## config.mk

```make
export PLATFORM = sky130hd
export DESIGN_NAME = mem_port_arbiter
export DESIGN_NICKNAME = d
export VERILOG_FILES = /design/src/rtl/mem_port_arbiter.sv
export SDC_FILE = /design/constraint.sdc
export NUM_CORES = 1
export LEC_CHECK = 0
export CAP_MARGIN = 10
export CELL_PAD_IN_SITES_DETAIL_PLACEMENT = 0
export CELL_PAD_IN_SITES_GLOBAL_PLACEMENT = 2
export CORE_MARGIN = 2
export CORE_UTILIZATION = 10
export CTS_CLUSTER_DIAMETER = 60
export CTS_CLUSTER_SIZE = 25
export DETAILED_ROUTE_END_ITERATION = 8
export PLACE_DENSITY_LB_ADDON = 0.1
export RECOVER_POWER = 50
export SLEW_MARGIN = 20
export SYNTH_ARGS = -nofsm -noshare
export SYNTH_HDL_FRONTEND = slang
export SYNTH_SLANG_ARGS = --single-unit
```

## constraint.sdc

```tcl
create_clock -name clk_i -period 3.88 [get_ports clk_i]
set_input_delay 0.776 -clock clk_i [delete_from_list [all_inputs] [get_ports clk_i]]
set_output_delay 0.776 -clock clk_i [all_outputs]
set_load 0.01 [all_outputs]
```

## src/rtl/mem_port_arbiter.sv

```systemverilog
// mem_port_arbiter: shares one req/gnt/rvalid memory port between the
// instruction-fetch and data ports. Responses are routed back through an
// in-order FIFO of requester IDs.
module mem_port_arbiter #(
  parameter int unsigned MAX_OUTSTANDING = 2,
  parameter int unsigned ARB_MODE        = 0
) (
  input  logic        clk_i,
  input  logic        rst_i,
  input  logic        instr_req_i,
  input  logic [31:0] instr_addr_i,
  output logic        instr_gnt_o,
  output logic        instr_rvalid_o,
  output logic [31:0] instr_rdata_o,
  input  logic        data_req_i,
  input  logic        data_we_i,
  input  logic [3:0]  data_be_i,
  input  logic [31:0] data_addr_i,
  input  logic [31:0] data_wdata_i,
  output logic        data_gnt_o,
  output logic        data_rvalid_o,
  output logic [31:0] data_rdata_o,
  output logic        mem_req_o,
  output logic        mem_we_o,
  output logic [3:0]  mem_be_o,
  output logic [31:0] mem_addr_o,
  output logic [31:0] mem_wdata_o,
  input  logic        mem_gnt_i,
  input  logic        mem_rvalid_i,
  input  logic [31:0] mem_rdata_i,
  output logic        resp_err_o
);

  localparam int unsigned CW = $clog2(MAX_OUTSTANDING + 1);
  localparam int unsigned PW = (MAX_OUTSTANDING > 1) ? $clog2(MAX_OUTSTANDING) : 1;
  localparam logic [CW-1:0] MAX_CNT  = CW'(MAX_OUTSTANDING);
  localparam logic [PW-1:0] PTR_LAST = PW'(MAX_OUTSTANDING - 1);

  typedef enum logic {
    ID_INSTR = 1'b0,
    ID_DATA  = 1'b1
  } req_id_e;

  logic [CW-1:0]              count_q, count_d;
  logic [PW-1:0]              wr_ptr_q, wr_ptr_d;
  logic [PW-1:0]              rd_ptr_q, rd_ptr_d;
  logic [MAX_OUTSTANDING-1:0] id_fifo_q, id_fifo_d;
  logic                       lock_q, lock_d;
  req_id_e                    lock_id_q, lock_id_d;
  req_id_e                    last_q, last_d;

  req_id_e sel_id;
  req_id_e head_id;
  logic    sel_req;
  logic    accept;
  logic    pop;

  // Requester selection: a pending lock overrides arbitration.
  always_comb begin
    sel_id = ID_INSTR;
    if (lock_q) begin
      sel_id = lock_id_q;
    end else if (instr_req_i && data_req_i) begin
      if (ARB_MODE == 1) begin
        sel_id = ID_DATA;
      end else begin
        sel_id = (last_q == ID_DATA) ? ID_INSTR : ID_DATA;
      end
    end else if (data_req_i) begin
      sel_id = ID_DATA;
    end
  end

  // Shared-port request mux, grant split and response routing.
  always_comb begin
    sel_req   = (sel_id == ID_DATA) ? data_req_i : instr_req_i;
    mem_req_o = sel_req && (count_q < MAX_CNT);
    accept    = mem_req_o && mem_gnt_i;

    if (sel_id == ID_DATA) begin
      mem_we_o    = data_we_i;
      mem_be_o    = data_be_i;
      mem_addr_o  = data_addr_i;
      mem_wdata_o = data_wdata_i;
    end else begin
      mem_we_o    = 1'b0;
      mem_be_o    = '1;
      mem_addr_o  = instr_addr_i;
      mem_wdata_o = '0;
    end

    instr_gnt_o = accept && (sel_id == ID_INSTR);
    data_gnt_o  = accept && (sel_id == ID_DATA);

    pop            = mem_rvalid_i && (count_q != '0);
    head_id        = req_id_e'(id_fifo_q[rd_ptr_q]);
    instr_rvalid_o = pop && (head_id == ID_INSTR);
    data_rvalid_o  = pop && (head_id == ID_DATA);
    resp_err_o     = mem_rvalid_i && (count_q == '0);
    instr_rdata_o  = mem_rdata_i;
    data_rdata_o   = mem_rdata_i;
  end

  // Next state for the ID FIFO, occupancy count, lock and last-granted side.
  always_comb begin
    count_d   = count_q;
    wr_ptr_d  = wr_ptr_q;
    rd_ptr_d  = rd_ptr_q;
    id_fifo_d = id_fifo_q;
    lock_d    = lock_q;
    lock_id_d = lock_id_q;
    last_d    = last_q;

    if (accept) begin
      id_fifo_d[wr_ptr_q] = sel_id;
      wr_ptr_d = (wr_ptr_q == PTR_LAST) ? '0 : wr_ptr_q + PW'(1);
      last_d   = sel_id;
      lock_d   = 1'b0;
    end else if (mem_req_o) begin
      lock_d    = 1'b1;
      lock_id_d = sel_id;
    end

    if (pop) begin
      rd_ptr_d = (rd_ptr_q == PTR_LAST) ? '0 : rd_ptr_q + PW'(1);
    end

    case ({accept, pop})
      2'b10:   count_d = count_q + CW'(1);
      2'b01:   count_d = count_q - CW'(1);
      default: count_d = count_q;
    endcase
  end

  // State registers; last_q resets to data so instr wins the first tie.
  always_ff @(posedge clk_i or posedge rst_i) begin
    if (rst_i) begin
      count_q   <= '0;
      wr_ptr_q  <= '0;
      rd_ptr_q  <= '0;
      id_fifo_q <= '0;
      lock_q    <= 1'b0;
      lock_id_q <= ID_INSTR;
      last_q    <= ID_DATA;
    end else begin
      count_q   <= count_d;
      wr_ptr_q  <= wr_ptr_d;
      rd_ptr_q  <= rd_ptr_d;
      id_fifo_q <= id_fifo_d;
      lock_q    <= lock_d;
      lock_id_q <= lock_id_d;
      last_q    <= last_d;
    end
  end

endmodule
```

Word level (Yosys, flattened, before mapping)
Index checks and enable logic that the tools add are counted.
- bits in registers: 9
- latch bits: 0
- bits in writable memories: 0
- memory bits (read-only): 0
- bits of input ports: 139
- output and inout bits: 139
- word-level logic and storage cells: 54
- memories kept: 0
- $add $sub $neg: 4
- $mul: 0
- divide/modulo/power cells: 0
- order comparisons: 4
- equality and inequality tests: 2
- shifts and indexed selects: 0
- muxes and demuxes: 19
- bitwise operators: 3
- reduce and logical (&&, ||, !) cells: 15
- operators by type and width (kind ; number):
    $mux W32 ; 2
    $mux W1 ; 13
    $logic_and A1 B1 Y1 ; 10
    $reduce_bool A2 Y1 ; 3
    $lt A1 B2 Y1 const B ; 2
    $mux W4 ; 1
    $pmux W2 S2 ; 1
    $not A1 Y1 ; 3
    $add A1 B1 Y1 const B ; 2
    $add A2 B1 Y2 const B ; 1
    $bwmux W2 ; 1
    $eq A2 B1 Y1 const B ; 1
    $eq A2 B2 Y1 const B ; 1
    $logic_not A2 Y1 ; 1
    $lt A2 B2 Y1 const B ; 1
    $reduce_and A2 Y1 ; 1
    $sub A2 B1 Y2 const B ; 1
    $demux W1 S1 ; 1
    $ge A1 B1 Y1 const B ; 1

Depth between registers and ports, before layout
- word-level depth: 8
- mapped depth: 8
- mapped depth without buffers: 8

Worst setup path before layout
No wires, ideal clock.
- path kind: input-to-output
- start point: input instr_req_i
- end point: output mem_addr_o[12]
- arrival: 1.693 ns
- required time: 3.104 ns
- setup slack: 1.411 ns
- cell stages on the path: 6
- path buffers: 2
- path through: nand2_1 nand3b_1 a21boi_2 buf_6 buf_6 mux2_4
- longest elaborated chain between the ends: 4
- RTL lines (item ; line ; RTL):
    start, declared ; 10 ; input logic instr_req_i,
    $logic_and A1 B1 Y1 ; 63 ; end else if (instr_req_i && data_req_i) begin
    $mux W1 ; 63 ;
    $mux W1 ; 61 ; if (lock_q) begin
    $mux W32 ; 80 ; if (sel_id == ID_DATA) begin
    end, declared ; 26 ; output logic [31:0] mem_addr_o,
No other way between the ends.

Worst setup path in the final report
- start point: input instr_req_i
- end point: output mem_addr_o[10]
Same word-level chain as after synthesis.

==> flow_summary.json <==
{
  "worst_r2r_startpoint": "lock_q",
  "clkSlewWorstSetupHoldPaths_ns": 0.04,
  "post_route_cells_drive_above_1_share_pct": 14.7,
  "postSynth.topFlopCell": "dfrtp_1",
  "synth_top_cell_area_share_pct": 27.8,
  "synth.most_common_cell": "buf_4",
  "max_slew_margin_pct": 65.5,
  "number_of_drc_markers_in_iteration_0": 37,
  "power-per-cell-area_nw_per_um2": 563,
  "fp.dieArea_um2": 18400,
  "netlist_area_um2": 1730,
  "final_nets": 447,
  "post_synth.cell_area_avg_um2": 9.20,
  "critical_path_required_ns": 3.10,
  "cts-root-buf": "clkbuf_16",
  "port_buffers": 181,
  "initial_utilization_pct": 10.1,
  "via_count": 1622,
  "synth.yosys.warnings": 0,
  "die-height_um": 135,
  "cts_setup_buffers": 0,
  "seq_area_frac_synth_pct": 13.1,
  "fin_crit_ns": 3.65,
  "tritoncts": "done",
  "area_delta_synth_final_pct": 97.3,
  "crit_fanout": 36,
  "tritoncts.num_buffers": 3,
  "worst_r2r_path_depth": 8,
  "hold_violations": 0,
  "clock_sinks": 9,
  "final.hold.worst_slack_ns": 0.495,
  "top_level_ports": 278,
  "cts_resized": 0,
  "fmax_mhz": 274,
  "routed_wire_length_per_instance_um": 14.0,
  "run_status": "completed",
  "grt_start_max_net_pins": 37,
  "post-route-period-util_pct": 94.2,
  "finalSetupViolCount": 0,
  "netlist_top_cells_area": "buf_4 (28%), mux2_4 (24%), nor2b_1 (12%), dfrtp_1 (12%), mux2_2 (2.6%)",
  "maxCapViolations": 0,
  "cts-hold-fix-buffers": 0,
  "r2r-end": "count_q[1]",
  "timing.hold.worst_endpoint": "rd_ptr_q",
  "grt_pass1_vias": 1576,
  "worst_setup_path_start_kind": "primary input",
  "row_count": 48,
  "gp_congestion": 0.651,
  "grt_setup_unrepaired": "false",
  "post-route-util_pct": 19.9,
  "grt_antenna_before_repair": 0,
  "holdCritPathClass": "register to register",
  "die_width_um": 135,
  "irDropWorstVdd_mv": 0.261,
  "global_route_wire_length_before_repair_um": 10000,
  "antenna_cells": 0,
  "dpl.cell_count": 527,
  "worst_clock_skew_ns": 0.00269,
  "postSynthNetCount": 328,
  "synthTopCellsByCount": "buf_4 (64), nor2b_1 (34), mux2_4 (28)",
  "met2RoutedLength_um": 3650,
  "dr.pass1.iters": 4,
  "synth_seq_cells": 9,
  "setup_total_negative_slack_ns": 0,
  "synth-edff-count": 0,
  "post_synthesis_cell_count": 188,
  "insertion_delay_of_the_later_clocked_pin_in_the_worst_skew_pair_ns": 0.23,
  "async_flop_share_pct": 100,
  "post_layout_nonfiller_instances": 531,
  "route.detailed.vias_per_inst": 3.05,
  "worst-setup-path-type": "primary input to primary output",
  "drc": 0,
  "sequential_cell_area_um2": 226,
  "max_slew.worst_pin.slew_ns": 0.512,
  "clock_tree.htree_level_count": 1,
  "data_arrival_time_at_the_worst_slack_endpoint_ns": 2.88,
  "overflow": 0,
  "drv_slew": 0,
  "power.static_leakage_nw": 1.31,
  "detail-route-antenna-nets": 0,
  "multiInputGateArea_um2": 942,
  "ff2ff_setup_slack_ns": 1.90,
  "synth_largest_area_cell": "buf_4",
  "synth_cell_types": 34,
  "hold_start": "rd_ptr_q",
  "worst_hold_path.num_cells": 1,
  "met3_wirelength_um": 974,
  "met1Wirelength_um": 2780,
  "maxUsedRoutingLayer": "met4",
  "dp_hpwl_um": 6510,
  "cts.path.max_buffers": 2,
  "critical_path_origin": "instr_req_i",
  "detail_route.wirelength_um": 7420,
  "final.fill_count": 1925,
  "crit_path_end_kind": "primary output",
  "core_region_area_um2": 17100,
  "gr-usage-all-layers_pct": 7.23
}
## registers in the layout, summed over array words and instances, names as in the netlist
| signal | flops |
|---|---|
| count_q | 2 |
| id_fifo_q | 2 |
| last_q | 1 |
| lock_id_q | 1 |
| lock_q | 1 |
| rd_ptr_q | 1 |
| wr_ptr_q | 1 |
## worst max path at each step
stage                     cells after the start              to  slack (ns)
after detailed placement                      7  mem_addr_o[10]        0.20
final                                         7  mem_addr_o[10]        0.23
after CTS                                     7  mem_addr_o[10]        0.20
after global placement                        7  mem_addr_o[10]        0.20
after global routing                          7  mem_addr_o[10]        0.08
after floorplan                               6  mem_addr_o[12]        1.41
## kinds of logic after synthesis
family | count (synthesis) | share of synthesized area, %
multiplexers | 33 | 27.5
AND/OR/NAND/NOR | 53 | 18.7
flip-flops | 9 | 13.1
adder cells (fa/ha/maj) | 1 | 0.723
AO/OA/AOI/OAI | 12 | 4.92
XOR/XNOR | 5 | 2.53
buffers and inverters | 75 | 32.6
## area by class of cell
class	instances	share of cell area [%]
multi-input cells	104	27.6
clock buffers	4	2.31
flip-flops and latches	9	6.64
repair buffers	186	54.8
inverters	3	0.330
well taps	225	8.25
## layout by cell type, fill, tap and decap left out, drive strengths merged, types with 2 or more instances in the layout
cell / instances
nor2: 4
nor3: 3
nand2b: 2
a21oi: 3
a31oi: 2
or2: 4
dfrtp: 8
dlygate4sd3: 3
clkbuf: 5
xnor2: 4
nand2: 2
mux2: 32
buf: 4
nor2b: 34
clkdlybuf4s50: 178
inv: 3
## report_power, final
group / leakage [nW] / internal [mW] / switching (mW) / total (mW)
clock: 0.0382 / 0.137 / 0.0425 / 0.180
sequential: 0.105 / 0.147 / 0.0553 / 0.203
combinational: 1.17 / 0.935 / 0.604 / 1.54
## per-layer routing
metal | vias to the layer above | GRT usage, %
met5 | - | 0
met4 | 0 | 0.752
met3 | 2 | 3.07
met2 | 128 | 13.3
met1 | 705 | 8.00
li1 | 787 | -
## worst max-delay path, cell delays in order
cell	delay [ns]
clkdlybuf4s50_1	0.52
nand2_1	0.09
nand3b_1	0.08
a21boi_4	0.30
buf_12	0.26
mux2_2	0.36
clkdlybuf4s50_1	0.48
## through the flow
step	power [mW]	setup slack (ns)	area (um2)
global placement	1.82	0.197	3340
global route	2.06	0.0787	3410
finish	1.92	0.227	3410
floorplan	1.08	1.41	1730
CTS	1.98	0.197	3420
detailed placement	1.80	0.196	3340
Note: power is estimated with default switching activity, not from simulation.
